**config.mk**
```make
export PLATFORM = sky130hd
export DESIGN_NAME = b4_dec_scan_flat
export DESIGN_NICKNAME = d
export VERILOG_FILES = /design/src/rtl/b4_dec_scan_if.sv /design/src/rtl/b4_dec_scan.sv /design/src/flat_wrapper.sv
export SDC_FILE = /design/constraint.sdc
export NUM_CORES = 1
export LEC_CHECK = 0
export CORE_ASPECT_RATIO = 1.1
export CORE_MARGIN = 5
export CORE_UTILIZATION = 52
export DETAILED_ROUTE_END_ITERATION = 10
export PLACE_DENSITY_LB_ADDON = 0.12
export SLEW_MARGIN = 20
export SYNTH_ARGS = -nofsm -noshare
export SYNTH_HDL_FRONTEND = slang
export SYNTH_SLANG_ARGS = --single-unit
export TNS_END_PERCENT = 10
```
**constraint.sdc**
```tcl
create_clock -name clock -period 2.5 [get_ports clock]
set_input_delay 0.5 -clock clock [delete_from_list [all_inputs] [get_ports clock]]
set_output_delay 0.5 -clock clock [all_outputs]
set_load 0.02 [all_outputs]
```
**src/rtl/b4_dec_scan_if.sv**
```systemverilog
// Handshake and output bundle of the 4-to-16 decoder/scanner.
// The slave modport is the decoder side; the master modport is the producer/consumer side.
interface b4_dec_scan_if;
    logic        enable;
    logic [3:0]  binary_in;
    logic        in_valid;
    logic        in_ready;
    logic        scan_mode;
    logic [15:0] decoder_out;
    logic [3:0]  code_out;
    logic        out_valid;
    logic        wrap;

    modport slave (
        input  enable, binary_in, in_valid, scan_mode,
        output in_ready, decoder_out, code_out, out_valid, wrap
    );

    modport master (
        output enable, binary_in, in_valid, scan_mode,
        input  in_ready, decoder_out, code_out, out_valid, wrap
    );
endinterface

```
**src/rtl/b4_dec_scan.sv**
```systemverilog
// Registered 4-to-16 one-hot decoder with a hold/auto-scan FSM.
// Each one-hot bit is its own registered lane fed from the next-code path, so decoder_out tracks code_out on the same edge.
module b4_dec_lane #(
    parameter int IDX = 0
) (
    input  logic       clock,
    input  logic       reset_n,
    input  logic       i_valid,
    input  logic [3:0] i_code,
    output logic       o_q
);
    localparam logic [3:0] LANE = 4'(IDX);

    logic r_q;

    always_ff @(posedge clock or negedge reset_n) begin
        if (!reset_n) r_q <= 1'b0;
        else          r_q <= i_valid && (i_code == LANE);
    end

    assign o_q = r_q;
endmodule

module b4_dec_scan #(
    parameter int SCAN_DIV = 4
) (
    input  logic          clock,
    input  logic          reset_n,
    b4_dec_scan_if.slave  bus
);
    localparam logic [7:0] DIV_LAST = 8'(SCAN_DIV - 1);

    typedef enum logic [1:0] {
        IDLE = 2'd0,
        HOLD = 2'd1,
        SCAN = 2'd2
    } state_t;

    state_t      r_state;
    state_t      w_state_nxt;
    logic [3:0]  r_code;
    logic [3:0]  w_code_nxt;
    logic        r_valid;
    logic        w_valid_nxt;
    logic [7:0]  r_div;
    logic [7:0]  w_div_nxt;
    logic        r_wrap;
    logic        w_wrap_nxt;
    logic        r_live;
    logic        w_ready;
    logic        w_accept;
    logic [15:0] w_dec;

    // r_live keeps in_ready low from reset until the first edge after release.
    always_ff @(posedge clock or negedge reset_n) begin
        if (!reset_n) r_live <= 1'b0;
        else          r_live <= 1'b1;
    end

    assign w_ready  = r_live && bus.enable && (r_state == IDLE || r_state == HOLD);
    assign w_accept = bus.in_valid && w_ready;

    always_ff @(posedge clock or negedge reset_n) begin
        if (!reset_n) begin
            r_state <= IDLE;
            r_code  <= 4'h0;
            r_valid <= 1'b0;
            r_div   <= 8'h00;
            r_wrap  <= 1'b0;
        end else begin
            r_state <= w_state_nxt;
            r_code  <= w_code_nxt;
            r_valid <= w_valid_nxt;
            r_div   <= w_div_nxt;
            r_wrap  <= w_wrap_nxt;
        end
    end

    always_comb begin
        w_state_nxt = r_state;
        w_code_nxt  = r_code;
        w_valid_nxt = r_valid;
        w_div_nxt   = r_div;
        w_wrap_nxt  = 1'b0;

        if (!bus.enable) begin
            w_state_nxt = IDLE;
            w_code_nxt  = 4'h0;
            w_valid_nxt = 1'b0;
            w_div_nxt   = 8'h00;
        end else begin
            unique case (r_state)
                IDLE: begin
                    // Scan request wins over a simultaneous transfer.
                    if (bus.scan_mode) begin
                        w_state_nxt = SCAN;
                        w_code_nxt  = 4'h0;
                        w_valid_nxt = 1'b1;
                        w_div_nxt   = 8'h00;
                    end else if (w_accept) begin
                        w_state_nxt = HOLD;
                        w_code_nxt  = bus.binary_in;
                        w_valid_nxt = 1'b1;
                    end
                end
                HOLD: begin
                    if (bus.scan_mode) begin
                        w_state_nxt = SCAN;
                        w_div_nxt   = 8'h00;
                    end else if (w_accept) begin
                        w_code_nxt  = bus.binary_in;
                    end
                end
                SCAN: begin
                    if (!bus.scan_mode) begin
                        w_state_nxt = HOLD;
                        w_div_nxt   = 8'h00;
                    end else if (r_div >= DIV_LAST) begin
                        w_div_nxt   = 8'h00;
                        w_code_nxt  = r_code + 4'h1;
                        w_wrap_nxt  = (r_code == 4'hF);
                    end else begin
                        w_div_nxt   = r_div + 8'h01;
                    end
                end
                default: begin
                    w_state_nxt = IDLE;
                    w_code_nxt  = 4'h0;
                    w_valid_nxt = 1'b0;
                    w_div_nxt   = 8'h00;
                end
            endcase
        end
    end

    for (genvar g = 0; g < 16; g++) begin : g_lane
        b4_dec_lane #(.IDX(g)) u_lane (
            .clock   (clock),
            .reset_n (reset_n),
            .i_valid (w_valid_nxt),
            .i_code  (w_code_nxt),
            .o_q     (w_dec[g])
        );
    end

    assign bus.in_ready    = w_ready;
    assign bus.decoder_out = w_dec;
    assign bus.code_out    = r_code;
    assign bus.out_valid   = r_valid;
    assign bus.wrap        = r_wrap;
endmodule

```
**src/flat_wrapper.sv**
```systemverilog
// flat-port wrapper written by rule: the top's interface ports become plain ports
module b4_dec_scan_flat 
#(
    parameter int SCAN_DIV = 4
)
  (clock, reset_n, bus_enable, bus_binary_in, bus_in_valid, bus_scan_mode, bus_in_ready, bus_decoder_out, bus_code_out, bus_out_valid, bus_wrap);
  b4_dec_scan_if bus_i ();
  input  logic clock;
  input  logic reset_n;
  input wire logic [$bits(bus_i.enable)-1:0] bus_enable;
  input wire logic [$bits(bus_i.binary_in)-1:0] bus_binary_in;
  input wire logic [$bits(bus_i.in_valid)-1:0] bus_in_valid;
  input wire logic [$bits(bus_i.scan_mode)-1:0] bus_scan_mode;
  output wire logic [$bits(bus_i.in_ready)-1:0] bus_in_ready;
  output wire logic [$bits(bus_i.decoder_out)-1:0] bus_decoder_out;
  output wire logic [$bits(bus_i.code_out)-1:0] bus_code_out;
  output wire logic [$bits(bus_i.out_valid)-1:0] bus_out_valid;
  output wire logic [$bits(bus_i.wrap)-1:0] bus_wrap;
  assign bus_i.enable = bus_enable;
  assign bus_i.binary_in = bus_binary_in;
  assign bus_i.in_valid = bus_in_valid;
  assign bus_i.scan_mode = bus_scan_mode;
  assign bus_in_ready = bus_i.in_ready;
  assign bus_decoder_out = bus_i.decoder_out;
  assign bus_code_out = bus_i.code_out;
  assign bus_out_valid = bus_i.out_valid;
  assign bus_wrap = bus_i.wrap;
  b4_dec_scan #(.SCAN_DIV(SCAN_DIV)) u_core (.clock(clock), .reset_n(reset_n), .bus(bus_i));
endmodule
```
Word level (Yosys, flattened, before mapping)
Index checks and enable logic that the tools add are counted.
{"block": "word_totals", "regBits": 33, "in_bits": 9, "output_inout_bits": 23}
{"block": "classes", "n_addsub": 2, "n_lt_le_gt_ge": 1, "n_eq_ne": 22, "muxes": 26, "n_reduce_logical": 25}
{"cell": "$eq 4x4->1 const B", "n": 9}
{"cell": "$mux 8", "n": 4}
{"cell": "$mux 4", "n": 6}
{"cell": "$logic_and 1x1->1", "n": 19}
{"cell": "$eq 4x3->1 const B", "n": 4}
{"cell": "$pmux 8 s2", "n": 1}
{"cell": "$pmux 4 s3", "n": 1}
{"cell": "$mux 2", "n": 5}
{"cell": "$add 8x1->8 const B", "n": 1}
{"cell": "$eq 4x2->1 const B", "n": 2}
{"cell": "$ge 8x2->1 const B", "n": 1}
{"cell": "$mux 1", "n": 7}
{"cell": "$ne 3x3->1 const B", "n": 2}
{"cell": "$pmux 2 s3", "n": 1}
{"cell": "$add 4x1->4 const B", "n": 1}
{"cell": "$eq 4x1->1 const B", "n": 1}
{"cell": "$logic_not 4->1", "n": 1}
{"cell": "$ne 4x3->1 const B", "n": 1}
{"cell": "$reduce_or 2->1", "n": 2}
{"cell": "$ne 3x2->1 const B", "n": 1}
{"cell": "$reduce_and 3->1", "n": 1}
{"cell": "$eq 2x1->1 const B", "n": 1}
{"cell": "$eq 2x2->1 const B", "n": 1}
{"cell": "$logic_not 2->1", "n": 1}
{"cell": "2 further kinds", "n": 2}

Depth between registers and ports, before layout
{"block": "logic_depth", "depth_word": 10, "ltp_mapped": 9, "depth_no_buf": 8}

By module
Synthesis repeated with hierarchy kept, for this count alone.
{"block": "unflattened", "cells_unflattened": 154, "hier_area_um2": 1745.4}
{"mod": "b4_dec_scan", "n_inst": 1, "cells_each": 103, "area_per_inst_um2": 1034.7, "seq_area_each_um2": 425.4}
{"mod": "b4_dec_lane at u_core.g_lane[10].u_lane ...", "n_inst": 4, "cells_each": 3, "area_per_inst_um2": 57.6, "seq_area_each_um2": 25.0}
{"mod": "b4_dec_lane at u_core.g_lane[11].u_lane ...", "n_inst": 4, "cells_each": 3, "area_per_inst_um2": 42.5, "seq_area_each_um2": 25.0}
{"mod": "b4_dec_lane at u_core.g_lane[13].u_lane ...", "n_inst": 2, "cells_each": 4, "area_per_inst_um2": 40.0, "seq_area_each_um2": 25.0}
{"mod": "b4_dec_lane at u_core.g_lane[4].u_lane ...", "n_inst": 2, "cells_each": 3, "area_per_inst_um2": 38.8, "seq_area_each_um2": 25.0}
{"mod": "b4_dec_lane at u_core.g_lane[0].u_lane ...", "n_inst": 2, "cells_each": 3, "area_per_inst_um2": 37.5, "seq_area_each_um2": 25.0}
{"mod": "b4_dec_lane at u_core.g_lane[3].u_lane", "n_inst": 1, "cells_each": 3, "area_per_inst_um2": 40.0, "seq_area_each_um2": 25.0}
{"mod": "b4_dec_lane at u_core.g_lane[15].u_lane", "n_inst": 1, "cells_each": 4, "area_per_inst_um2": 37.5, "seq_area_each_um2": 25.0}

Worst setup path before layout
No wires, ideal clock.
{"block": "synth_path", "path_type": "register to register", "startpoint": "reg u_core.r_state[0]", "endpoint": "reg u_core.g_lane[5].u_lane.r_q", "setup_time_ps": 82, "t_arrival_ps": 2086, "t_required_ps": 2418, "slack_ps": 333, "path_stages_with_launch": 8, "period_less_slack_ps": 2167, "path_cell_list": "dfrtp_1 > inv_1 > ha_1 > inv_1 > a2111oi_1 > a221oi_4 > or3_4 > nor3_2"}
{"block": "synth_between", "elab_chain_cells": 10, "word_cells_on_any_way": 18, "cone_classes": "eq/ne (3); mux (9); reduce/logical (6)"}
{"element": "start: declaration", "line": "b4_dec_scan.sv:39", "rtl": "state_t r_state;"}
{"element": "start signal: assignment", "line": "b4_dec_scan.sv:71", "rtl": "r_state <= w_state_nxt;"}
{"element": "$eq 2x1->1 / $logic_not 2->1 (equally long branches)", "line": "b4_dec_scan.sv:60, b4_dec_scan.sv:92"}
{"element": "$logic_or 1x1->1", "line": "b4_dec_scan.sv:60", "rtl": "assign w_ready = r_live && bus.enable && (r_state == IDLE || r_state == HOLD);"}
{"element": "$logic_and 1x1->1", "line": "b4_dec_scan.sv:60"}
{"element": "$logic_and 1x1->1", "line": "b4_dec_scan.sv:61", "rtl": "assign w_accept = bus.in_valid && w_ready;"}
{"element": "$mux 4", "line": "b4_dec_scan.sv:100, b4_dec_scan.sv:110"}
{"element": "$mux 4 (on tied branches)", "line": "b4_dec_scan.sv:107, b4_dec_scan.sv:95"}
{"element": "$pmux 4 s3", "line": "b4_dec_scan.sv:92", "rtl": "unique case (r_state)"}
{"element": "$mux 4", "line": "b4_dec_scan.sv:86", "rtl": "if (!bus.enable) begin"}
{"element": "$eq 4x3->1", "line": "b4_dec_scan.sv:18", "rtl": "else r_q <= i_valid && (i_code == LANE);"}
{"element": "$logic_and 1x1->1 *", "line": "b4_dec_scan.sv:18"}
{"element": "end signal: assignment", "line": "b4_dec_scan.sv:18"}
{"element": "end: declaration", "line": "b4_dec_scan.sv:14", "rtl": "logic r_q;"}
Mark *: on every way between the ends. The rest lies on a longest branch, timed or not.
A chain may end at the register's enable or synchronous reset.

Worst setup path in the final report
{"block": "layout_path", "startpoint": "reg u_core.r_state[1]", "endpoint": "reg u_core.g_lane[9].u_lane.r_q"}
{"block": "layout_between", "elab_chain_cells": 10, "word_cells_on_any_way": 18, "cone_classes": "eq/ne (3); mux (9); reduce/logical (6)"}
{"element": "$eq 2x1->1 / $logic_not 2->1 (equally long branches)", "line": "b4_dec_scan.sv:60, b4_dec_scan.sv:92"}
{"element": "$logic_or 1x1->1", "line": "b4_dec_scan.sv:60"}
{"element": "$logic_and 1x1->1", "line": "b4_dec_scan.sv:60"}
{"element": "$logic_and 1x1->1", "line": "b4_dec_scan.sv:61"}
{"element": "$mux 4", "line": "b4_dec_scan.sv:100, b4_dec_scan.sv:110"}
{"element": "$mux 4 (on tied branches)", "line": "b4_dec_scan.sv:107, b4_dec_scan.sv:95"}
{"element": "$pmux 4 s3", "line": "b4_dec_scan.sv:92"}
{"element": "$mux 4", "line": "b4_dec_scan.sv:86"}
{"element": "$eq 4x4->1", "line": "b4_dec_scan.sv:18"}
{"element": "$logic_and 1x1->1 *", "line": "b4_dec_scan.sv:18"}
{"element": "end signal: assignment", "line": "b4_dec_scan.sv:18"}
{"element": "end: declaration", "line": "b4_dec_scan.sv:14"}
Marks and branches as above.

==> reports/qor.yml <==
finish:
  area_growth_pct: 25.2
  multi_input_area_um2: 831
  n_fill_cell: 292
  final_common_cell: "dfrtp_1"
  drive_above_1_share_pct: 23.7
  nets: 221
  layout_common_cells: "dfrtp_1 (33), clkdlybuf4s50_1 (30), buf_4 (13), nand2_1 (12), nor3_1 (12)"
  insertedDiodeCount: 0
  regArea_um2: 826
critical_path:
  r2r_cells: 7
  cp_max_fo: 7
  cp.required_ns: 2.75
  reg2reg_from: "u_core.r_state[1]"
  crit_type: "flop to flop"
  rrSetupSlack_ns: 0.21
  critPathCaptureType: "flop"
  r2r-end: "u_core.g_lane[9].u_lane.o_q"
  cp-start-kind: "flop"
  cp.arrival_ns: 2.54
routing:
  highest_layer: "met4"
  dr.first_iter.drc_count: 93
  wl_met3_um: 208
  wire_per_inst_um: 14.9
  vias: 1371
  wirelength_um: 3800
  wl_met1_um: 1590
  drc: 0
  postRouteAntennaNets: 0
  dr.pass1.iters: 4
  dr_wl_met2_um: 1950
  via_per_inst: 5.38
pwr:
  power_uw: 1670
  ir_drop_mv: 0.397
  power.density_nw_per_um2: 732
  p_leak_uw: 0.000948
global_routing:
  grt_overflow: 0
  grtUsageTotal_pct: 17.2
  grt_pass1_wl_um: 6340
  grt_max_degree: 34
  grt_pass1_vias: 1384
  antenna_found_initial: 0
sta:
  finalHoldViolations: 0
  rsz0062_at_grt: "no"
  worst_clock_skew_ns: 0.0134
  worstMarginPinSlew_ns: 0.574
  fin_crit_ns: 2.29
  hold_slack_ns: 0.542
  finalSetupViolations: 0
  slew_violations: 0
  fmax_mhz: 436
  fin_crit_sh_pct: 91.6
  slew_headroom_pct: 61.7
floorplanning:
  std_cell_rows: 22
  die_x_um: 66.4
  ioPinCount: 32
  initial_core_util_pct: 54.2
  dieArea_um2: 4780
  core_um2: 3360
  die_y_um: 72.0
placed_design:
  dp_hpwl_um: 2820
  io_buffer_count: 31
  place_congestion: 0.906
synth:
  synth_xor_area_share_pct: 0.481
  synth_fp_nets: 189
  yosysUniqueCellTypes: 50
  synth_seq_area_share_pct: 45.4
  synth_cells: 174
  synthFlopType: "dfrtp_1"
  synth_adder_area_share_pct: 4.13
  async_flop_share_pct: 100
  synth-compound-area-share_pct: 16.5
  synth_area_um2: 1820
  synthSimpleGateAreaFrac_pct: 23.4
  ys.warnings.count: 0
  synth_edf_count: 0
  synth_seq_cells: 33
  synth_top_family_by_area: "simple AND/OR/NAND/NOR gates"
  synth_area_per_cell_um2: 10.5
  synth.area.mux_share_pct: 0.550
clocking:
  clkSlewWorstSetupHoldPaths_ns: 0.11
  clock_latency_ns: 0.34
  htreeDepth: 2
  cts_buffers: 5
  clockBufferDepth: 2
  cts_tree: "done"
  cts_sinks: 33
  cts_root_buf: "clkbuf_4"
run:
  max_cap_violations: 0
worst_hold_path:
  hold_class: "primary input to async pin"
status:
  status: "finished clean"
==> registers in the layout, indices dropped and copies added (netlist names) <==
| register | count |
|---|---|
| u_core.bus.out_valid | 1 |
| u_core.r_state | 2 |
| u_core.bus.code_out | 4 |
| u_core.r_div | 8 |
| u_core.g_lane.u_lane.o_q | 16 |
| u_core.r_live | 1 |
| u_core.bus.wrap | 1 |
==> cells in the mapped netlist (2+ instances only) <==
master | number | area [um2]
nor3_1 | 12 | 60.1
or3_1 | 3 | 18.8
nor2_1 | 11 | 41.3
or3_4 | 2 | 22.5
a21o_1 | 2 | 15.0
ha_1 | 6 | 75.1
a21oi_1 | 7 | 35.0
buf_2 | 4 | 20.0
and2_1 | 5 | 31.3
nor2b_1 | 2 | 12.5
dfrtp_1 | 33 | 826
nand4_1 | 2 | 12.5
nand2_1 | 12 | 45.0
nor3_2 | 10 | 100
nand3_1 | 3 | 15.0
buf_4 | 16 | 120
o21ai_0 | 6 | 30.0
inv_1 | 6 | 22.5
==> what timing repair did <==
item / 4_1_cts / 5_1_grt
hold buffers: 0 / 0
setup endpoints to repair: 1 / 9
resized for setup: 1 / 4
setup buffers: 0 / 0
==> kinds of logic (layout without fill, tap and decap cells) <==
| group | count (synthesis) | count (layout) |
|---|---|---|
| AOI/OAI and AO/OA | 33 | 33 |
| xor gates and xnor gates | 1 | 1 |
| adders and majority gates | 6 | 6 |
| buffers and inverters | 28 | 61 |
| DFF | 33 | 33 |
| muxes | 1 | 1 |
| other | 1 | 1 |
| and+or+nand+nor | 71 | 71 |
==> routing by layer <==
metal,vias to the layer above,GRT usage (%)
met5,-,0
met4,0,7.45
met3,7,4.33
met2,40,29.5
met1,659,20.1
li1,665,-
==> cell type report <==
type	instances	share of cell area [%]
multi-input cells	113	36.5
flip-flops and latches	33	36.2
repair buffers	46	19.6
well taps	48	2.64
clock buffers	6	2.25
clock inverters	2	1.65
inverters	7	1.15
==> through the flow <==
step,setup TNS [ns],area (um2),setup slack (ns),utilization (%),std cells
CTS,0,2270,0.128,67.6,255
global placement,0,2180,0.0562,65.0,247
detailed placement,-0.0562,2180,-0.0232,65.0,247
floorplan,0,1820,0.333,-,174
finish,0,2280,0.209,67.8,255
global route,0,2280,0.0345,67.8,255
==> worst max-delay path: stages, from the launching register on <==
cell	delay, ns
dfrtp_1	0.47
inv_1	0.12
ha_2	0.22
o2111ai_2	0.22
or3_4	0.40
a221oi_4	0.34
nand3_1	0.21
nor3_1	0.22
==> power by group <==
group	switching (uW)	total, uW	internal (uW)
Clock	191	429	238
Combinational	354	621	266
Sequential	47.7	620	572
Total	593	1670	1080
==> worst max-delay path by stage <==
stage,startpoint,end,slack (ns),cells past startpoint
after global routing,u_core.r_state[1],u_core.g_lane[15].u_lane.o_q,0.03,10
after global placement,bus_enable,u_core.g_lane[14].u_lane.o_q,0.06,7
final,u_core.r_state[1],u_core.g_lane[9].u_lane.o_q,0.21,7
after CTS,u_core.r_state[0],u_core.g_lane[9].u_lane.o_q,0.13,7
after detailed placement,bus_enable,u_core.g_lane[12].u_lane.o_q,-0.02,7
after floorplan,u_core.r_state[0],u_core.g_lane[5].u_lane.o_q,0.33,7
Note: power is estimated with default switching activity, not from simulation.
